<file path="src/rtl/seed_load_ctrl_pkg.sv">
// Shared constants and FSM encoding for the seed RAM write-side loader.
package seed_load_ctrl_pkg;

  localparam int unsigned SEED_BITS  = 3072;
  localparam int unsigned DATA_W     = 32;
  localparam int unsigned SEED_WORDS = SEED_BITS / DATA_W;
  localparam int unsigned ADDR_W     = 7;
  localparam int unsigned BASE_ADDR  = 0;

  typedef enum logic [2:0] {
    ST_IDLE     = 3'd0,
    ST_LOAD     = 3'd1,
    ST_FLUSH    = 3'd2,
    ST_ARM      = 3'd3,
    ST_WAIT_ACK = 3'd4
  } state_e;

endpackage

</file>
<file path="src/rtl/seed_ram_wr_stage.sv">
// Registered seed RAM write port: one-cycle write latency from request to RAM pins.
module seed_ram_wr_stage #(
  parameter int unsigned DATA_W = 32,
  parameter int unsigned ADDR_W = 7
) (
  input  logic              clk_in,
  input  logic              rst,
  input  logic              wr_en_c,
  input  logic [ADDR_W-1:0] wr_addr_c,
  input  logic [DATA_W-1:0] wr_data_c,
  output logic              ram_wren,
  output logic [ADDR_W-1:0] ram_wraddr,
  output logic [DATA_W-1:0] ram_wdata
);

  logic              wren_q;
  logic [ADDR_W-1:0] addr_q;
  logic [DATA_W-1:0] data_q;

  // Address/data only move on a write to keep the RAM pins quiet otherwise.
  always_ff @(posedge clk_in or posedge rst) begin
    if (rst) begin
      wren_q <= 1'b0;
      addr_q <= '0;
      data_q <= '0;
    end else begin
      wren_q <= wr_en_c;
      if (wr_en_c) begin
        addr_q <= wr_addr_c;
        data_q <= wr_data_c;
      end
    end
  end

  assign ram_wren   = wren_q;
  assign ram_wraddr = addr_q;
  assign ram_wdata  = data_q;

endmodule

</file>
<file path="src/rtl/seed_load_ctrl.sv">
// Seed RAM loader: streams one Toeplitz seed into the RAM, then arms the seed
// reader and waits for the consumer's acknowledge.
module seed_load_ctrl #(
  parameter int unsigned SEED_WORDS = seed_load_ctrl_pkg::SEED_WORDS,
  parameter int unsigned DATA_W     = seed_load_ctrl_pkg::DATA_W,
  parameter int unsigned ADDR_W     = seed_load_ctrl_pkg::ADDR_W,
  parameter int unsigned BASE_ADDR  = seed_load_ctrl_pkg::BASE_ADDR
) (
  input  logic              clk_in,
  input  logic              rst,
  input  logic              load_start,
  input  logic              load_abort,
  input  logic [DATA_W-1:0] wr_data,
  input  logic              wr_valid,
  output logic              wr_ready,
  input  logic              rd_busy,
  output logic              rd_start,
  input  logic              shift_ack,
  output logic              ram_wren,
  output logic [ADDR_W-1:0] ram_wraddr,
  output logic [DATA_W-1:0] ram_wdata,
  output logic              seed_loaded,
  output logic [DATA_W-1:0] seed_xor,
  output logic              err_busy
);

  import seed_load_ctrl_pkg::*;

  localparam int unsigned CNT_W = $clog2(SEED_WORDS + 1);

  generate
    if (BASE_ADDR + SEED_WORDS > 2 ** ADDR_W) begin : g_addr_range_chk
      $error("seed image does not fit in the RAM address space");
    end
  endgenerate

  state_e            state_q, state_d;
  logic [CNT_W-1:0]  cnt_q, cnt_d;
  logic [DATA_W-1:0] xor_q, xor_d;
  logic              loaded_q, loaded_d;
  logic              err_q, err_d;
  logic              accept_c;
  logic [ADDR_W-1:0] wr_addr_c;

  assign wr_ready  = (state_q == ST_LOAD) && (cnt_q < CNT_W'(SEED_WORDS));
  assign accept_c  = wr_ready && wr_valid;
  assign wr_addr_c = ADDR_W'(BASE_ADDR) + ADDR_W'(cnt_q);

  always_ff @(posedge clk_in or posedge rst) begin
    if (rst) begin
      state_q  <= ST_IDLE;
      cnt_q    <= '0;
      xor_q    <= '0;
      loaded_q <= 1'b0;
      err_q    <= 1'b0;
    end else begin
      state_q  <= state_d;
      cnt_q    <= cnt_d;
      xor_q    <= xor_d;
      loaded_q <= loaded_d;
      err_q    <= err_d;
    end
  end

  always_comb begin
    state_d  = state_q;
    cnt_d    = cnt_q;
    xor_d    = xor_q;
    loaded_d = loaded_q;
    err_d    = err_q;
    rd_start = 1'b0;

    if (load_start && (state_q != ST_IDLE)) begin
      err_d = 1'b1;
    end

    // A beat accepted alongside an abort still counts and is still written.
    if (accept_c) begin
      cnt_d = cnt_q + CNT_W'(1);
      xor_d = xor_q ^ wr_data;
    end

    unique case (state_q)
      ST_IDLE: begin
        if (load_start) begin
          state_d  = ST_LOAD;
          cnt_d    = '0;
          xor_d    = '0;
          loaded_d = 1'b0;
          err_d    = 1'b0;
        end
      end
      ST_LOAD: begin
        if (load_abort) begin
          state_d  = ST_IDLE;
          loaded_d = 1'b0;
        end else if (accept_c && (cnt_q == CNT_W'(SEED_WORDS - 1))) begin
          state_d = ST_FLUSH;
        end
      end
      ST_FLUSH: begin
        state_d = load_abort ? ST_IDLE : ST_ARM;
      end
      ST_ARM: begin
        if (load_abort) begin
          state_d = ST_IDLE;
        end else if (!rd_busy) begin
          rd_start = 1'b1;
          state_d  = ST_WAIT_ACK;
        end
      end
      ST_WAIT_ACK: begin
        if (shift_ack) begin
          loaded_d = 1'b1;
          state_d  = ST_IDLE;
        end
      end
      default: state_d = ST_IDLE;
    endcase
  end

  seed_ram_wr_stage #(
    .DATA_W (DATA_W),
    .ADDR_W (ADDR_W)
  ) u_wr_stage (
    .clk_in     (clk_in),
    .rst        (rst),
    .wr_en_c    (accept_c),
    .wr_addr_c  (wr_addr_c),
    .wr_data_c  (wr_data),
    .ram_wren   (ram_wren),
    .ram_wraddr (ram_wraddr),
    .ram_wdata  (ram_wdata)
  );

  assign seed_loaded = loaded_q;
  assign seed_xor    = xor_q;
  assign err_busy    = err_q;

endmodule

</file>
<file path="config.mk">
export PLATFORM = sky130hd
export DESIGN_NAME = seed_load_ctrl
export DESIGN_NICKNAME = d
export VERILOG_FILES = /design/src/rtl/seed_load_ctrl_pkg.sv /design/src/rtl/seed_ram_wr_stage.sv /design/src/rtl/seed_load_ctrl.sv
export SDC_FILE = /design/constraint.sdc
export NUM_CORES = 1
export LEC_CHECK = 0
export CORE_MARGIN = 2
export CORE_UTILIZATION = 46
export DETAILED_ROUTE_END_ITERATION = 10
export PLACE_DENSITY = 0.87
export SLEW_MARGIN = 40
export SYNTH_ARGS = -nofsm -noshare
export SYNTH_HDL_FRONTEND = slang
export SYNTH_SLANG_ARGS = --single-unit
</file>
<file path="constraint.sdc">
create_clock -name clk_in -period 3.57 [get_ports clk_in]
set_clock_uncertainty 0.2 [all_clocks]
set_input_delay 0.5355 -clock clk_in [delete_from_list [all_inputs] [get_ports clk_in]]
set_output_delay 0.5355 -clock clk_in [all_outputs]
set_load 0.005 [all_outputs]
</file>
Yosys cells after proc, flatten, opt, wreduce, memory -nomap -nowiden
Cells that the tools add are included.
Storage, ports and cells
  bits of input ports: 39
  memories: 0
  bits in read-only memories: 0
  memory bits (writable): 0
  word-level logic and storage cells: 54
  bits in registers: 84
  output and inout bits: 76
  latch bits: 0
Cells by class
  div/mod/pow operators: 0
  magnitude comparators: 1
  muxes and demuxes: 24
  add/sub/neg operators: 1
  $mul: 0
  reduce and logical (&&, ||, !) cells: 9
  shift operators: 0
  equality and inequality tests: 10
  bitwise logic cells: 1
Operators with widths (count)
  $mux W32: 3
  $xor A32 B32 Y32: 1
  $mux W7: 3
  $mux W3: 6
  $pmux W3 S5: 1
  $mux W1: 9
  $reduce_and A4 Y1: 2
  $add A7 B1 Y7 const B: 1
  $eq A7 B7 Y1 const B: 1
  $lt A7 B7 Y1 const B: 1
  $eq A3 B2 Y1 const B: 2
  $ne A2 B2 Y1 const B: 3
  $reduce_bool A3 Y1: 2
  $logic_and A1 B1 Y1: 4
  $eq A3 B1 Y1 const B: 1
  $eq A3 B3 Y1 const B: 1
  $logic_not A3 Y1: 1
  $ne A3 B2 Y1 const B: 1
  $ne A3 B3 Y1 const B: 1
  $pmux W1 S3: 1
  $mux W2: 1

Logic depth before layout (Yosys ltp)
  depth in word-level cells: 7
  gate-level depth with buffers: 6
  mapped depth without buffers: 4

Hierarchy
From an unflattened synthesis, not the netlist that was laid out.
Unflattened totals
  cells, all modules: 288
  area total of the unflattened synthesis: 3717.3 um^2
Modules (own cells, without submodules)
  seed_load_ctrl: instances 1, cells an instance 204, area an instance 2194.6 um^2, sequential area each 1101.1 um^2
  seed_ram_wr_stage: instances 1, cells an instance 84, area an instance 1522.7 um^2, sequential area each 1001.0 um^2

Least setup slack after synthesis
Ideal clock, no wire load.
  kind: reg2reg
  start: register state_q[0]
  end: register cnt_q[5]
  cell stages (with the launch flop): 7
  data arrival time: 1405 ps
  slack: 1831 ps
  library setup time: 134 ps
  path buffers: 3
  required time: 3236 ps
  period minus slack after synthesis: 1739 ps
  cell sequence: dfrtp_1 > buf_6 > or4b_4 > buf_6 > buf_6 > nand2_1 > mux2i_1
On the way
  longest elaborated chain between the ends: 6
  elaborated cells on any way between the ends: 7
  classes of those cells: eq/ne: 1; mux: 3; reduce/logical: 3
Ends and longest elaborated chain
  from (decl): line seed_load_ctrl.sv:37  | state_e state_q, state_d;
  from (signal assigned): line seed_load_ctrl.sv:57  | state_q <= state_d;
  $eq A3 B1 Y1: line seed_load_ctrl.sv:45  | assign wr_ready = (state_q == ST_LOAD) && (cnt_q < CNT_W'(SEED_WORDS));
  $logic_and A1 B1 Y1: line seed_load_ctrl.sv:45
  $logic_and A1 B1 Y1: line seed_load_ctrl.sv:46  | assign accept_c = wr_ready && wr_valid;
  $mux W7: line seed_load_ctrl.sv:78  | if (accept_c) begin
  $mux W7: line seed_load_ctrl.sv:85  | if (load_start) begin
  $mux W7 *: line seed_load_ctrl.sv:83  | unique case (state_q)
  net cnt_d[5]: line seed_load_ctrl.sv:38  | logic [CNT_W-1:0] cnt_q, cnt_d;
  to (signal assigned): line seed_load_ctrl.sv:58  | cnt_q <= cnt_d;
  to (decl): line seed_load_ctrl.sv:38
Mark *: on every way through the listed nets, which the timed path passes. The rest lies on a longest branch.
A chain may end at the register's enable or synchronous reset.

Final worst setup path
  start: register state_q[1]
  end: output port rd_start
On the way
  longest elaborated chain between the ends: 2
Ends and longest elaborated chain
  $eq A3 B2 Y1: line seed_load_ctrl.sv:83
  $mux W1: line seed_load_ctrl.sv:83
  to (decl): line seed_load_ctrl.sv:17  | output logic rd_start,
Every way passes these cells.

==> reports/metrics.cfg <==
[timing]
hold_viol = 0
fin_tns_setup_ns = 0
setup-violations-final = 0
drv_slew = 0
period_minus_slack_ns = 2.61
min_period_over_period = 0.731
tightest_slew_ns = 0.688
max_slew_margin = 0.541
rsz0062_at_grt = false
max_freq_ghz = 0.383

[route]
ant_nets = 0
vias_per_cell = 5.07
drt_iter0_markers = 105
post_drt_wl_per_cell_um = 15.1
dr.pass1.iters = 4
drc = 0
wirelength_um = 8300
vias = 2786

[global_routing]
overflow = 0
antenna_found_initial = 0
grtUsageTotal = 0.203
grt_pass1_vias = 2797
grt_max_degree = 47
grt_pass1_wl_um = 13600

[clock_tree]
postCtsSetupRepairBufs = 0
clkTransAtPathRegs_ns = 0.08
cts_hold_buf = 0
cts_tree = yes
cts_num_sinks = 84
cts_resized = 0
clock_path_buffers = 2
htreeDepth = 3
cts_buffers = 9
root_buffer = clkbuf_8
clock_latency_ns = 0.33

[worst_hold_path]
holdPathStages = 1
hold_class = reg2reg
hold_start = seed_xor[27]
whs_endpoint = seed_xor[27]

[die]
die_w_um = 92.2
coreArea_um2 = 7650
die-area_um2 = 8500
initial_core_util = 0.468
pin_count = 115
die_h_um = 92.2
num_rows = 32

[setup_path]
r2r_cells = 5
cp.arrival_ns = 1.87
crit_type = reg2out
crit_buf_inv = 1
path_cells = nor2b_1 > and3_1 > clkdlybuf4s50_1
rrSetupSlack_ns = 1.36
r2r_end = u_wr_stage.ram_wdata[17]
cp-start-kind = flip-flop
cp_slowest_stage_delay_ns = 0.62
cp.required_ns = 2.83
r2r_start = state_q[1]
cp_max_fo = 14
critical_path.top_delay_family = flip-flops
critical_path.slowest_cell = dfrtp_1
end_kind = primary output

[synthesis]
ys_warn_count = 0
synth_area_per_cell_um2 = 10.8
synth-seq-cells = 84
synth_most_common_cell = dfrtp_1
synth_area_leaders = dfrtp_1 (59%), mux2i_1 (10%), nand3_1 (5.2%), o21ai_0 (5.0%), nand2_1 (4.2%)
syn_inst = 332
yosysSeqAreaShare = 0.587
synth_flop_cell = dfrtp_1
synth.top_cell.area_share = 0.587
synth_largest_area_cell = dfrtp_1
synthArstFlopShare = 1.00
synth_area_um2 = 3580
synth_commonest_cells = dfrtp_1 (84), nand2_1 (40), nand3_1 (37)
syn_nets = 372
synth_edf_count = 0
ys_types = 35

[power_and_ir_drop]
leakagePower_nw = 2.41
power.share.switching = 0.336
netSwitchingPower_mw = 1.26
clkPwrFrac = 0.158
internal_power_mw = 2.48
power_frac_seq = 0.424
vdd_drop_max_v = 0.000520
power_density_nw_per_um2 = 753
comb_power_share = 0.419

[layout]
drive_gt1_frac = 0.0647
area_growth_pct = 38.5
fin_nets = 483
fin_area_um2 = 4960
n_antenna_cell = 0
fin_util = 0.648
instances_no_fill = 550

[outcome]
status = finished clean

[flow_run]
maxCapViolations = 0

[place]
place_congestion = 0.784
hpwlAfterDp_um = 5700
io_buffer_count = 114
dpl_cell_area_um2 = 4790
place_inst = 534

[logic make-up after synthesis]
| logic type | after synthesis | synth area share |
|---|---|---|
| adder cells (fa/ha/maj) | 1 | 0.00349 |
| multiplexers | 42 | 0.120 |
| AO/OA/AOI/OAI | 49 | 0.0776 |
| flip-flops | 84 | 0.587 |
| buffers and inverters | 53 | 0.0706 |
| AND/OR/NAND/NOR | 103 | 0.142 |
[layout make-up]
type / instances / area, um^2
clock buffers: 12 / 145
clock inverters: 4 / 25.0
fillers: 603 / 2690
inverters: 35 / 133
multi-input cells: 195 / 1240
flip-flops and latches: 84 / 2100
well taps: 102 / 128
repair buffers: 118 / 1180
[registers in the layout, indices dropped and copies added (netlist names), named ones only]
name                   flops
u_wr_stage.ram_wraddr      7
cnt_q                      7
seed_xor                  32
u_wr_stage.ram_wdata      32
u_wr_stage.ram_wren        1
state_q                    3
seed_loaded                1
[how the worst max path moves through the flow]
| stage | from | end | slack, ns | depth (start not counted) |
|---|---|---|---|---|
| 3_5_place_dp | wr_valid | u_wr_stage.ram_wdata[29] | 0.96 | 6 |
| 5_1_grt | state_q[1] | rd_start | 0.87 | 3 |
| 4_1_cts | state_q[1] | rd_start | 0.94 | 3 |
| 2_1_floorplan | rst | async pin | 0.67 | 1 |
| 3_3_place_gp | load_abort | rd_start | 1.04 | 4 |
| 6_report | state_q[1] | rd_start | 0.96 | 3 |
[stage by stage]
step	setup WS (ns)	power, mW	hold WS, ns
after CTS	0.944	3.77	0.279
after floorplan	0.669	2.27	0.269
after global routing	0.869	4.00	0.296
after global placement	1.04	3.10	0.260
final	0.960	3.74	0.274
after detailed placement	0.960	3.17	0.269
[per-layer routing]
metal / up-vias / track usage / wire length [um]
met5: - / 0 / 0
met3: 9 / 0.0386 / 414
met2: 91 / 0.325 / 4010
met1: 1349 / 0.280 / 3790
met4: 0 / 0.0672 / 76
li1: 1337 / - / -
[power by group through the flow]
| stage | clock network (mW) | registers [mW] | logic [mW] |
|---|---|---|---|
| after floorplan | 0 | 1.56 | 0.702 |
| after global placement | 0 | 1.58 | 1.52 |
| after detailed placement | 0 | 1.60 | 1.58 |
| after CTS | 0.603 | 1.58 | 1.59 |
| after global routing | 0.646 | 1.64 | 1.72 |
| final | 0.589 | 1.58 | 1.56 |
[layout by cell type (no fill, tap or decap), types with 2 or more instances in the layout]
master           count
nand2_1             40
a21o_1               2
clkbuf_8            10
o21ai_0             36
clkinvlp_4           2
inv_1               34
clkbuf_1             2
and3_1               3
dfrtp_1             84
o31a_1               2
mux2i_1             36
a21oi_1              3
nand2b_1             2
clkdlybuf4s50_1    114
mux2_2               6
nor2b_1              2
nor3_1               2
buf_4                3
nand3_1             37
clkinv_2             3
nor2_1               6
Note: power is estimated with default switching activity, not from simulation.
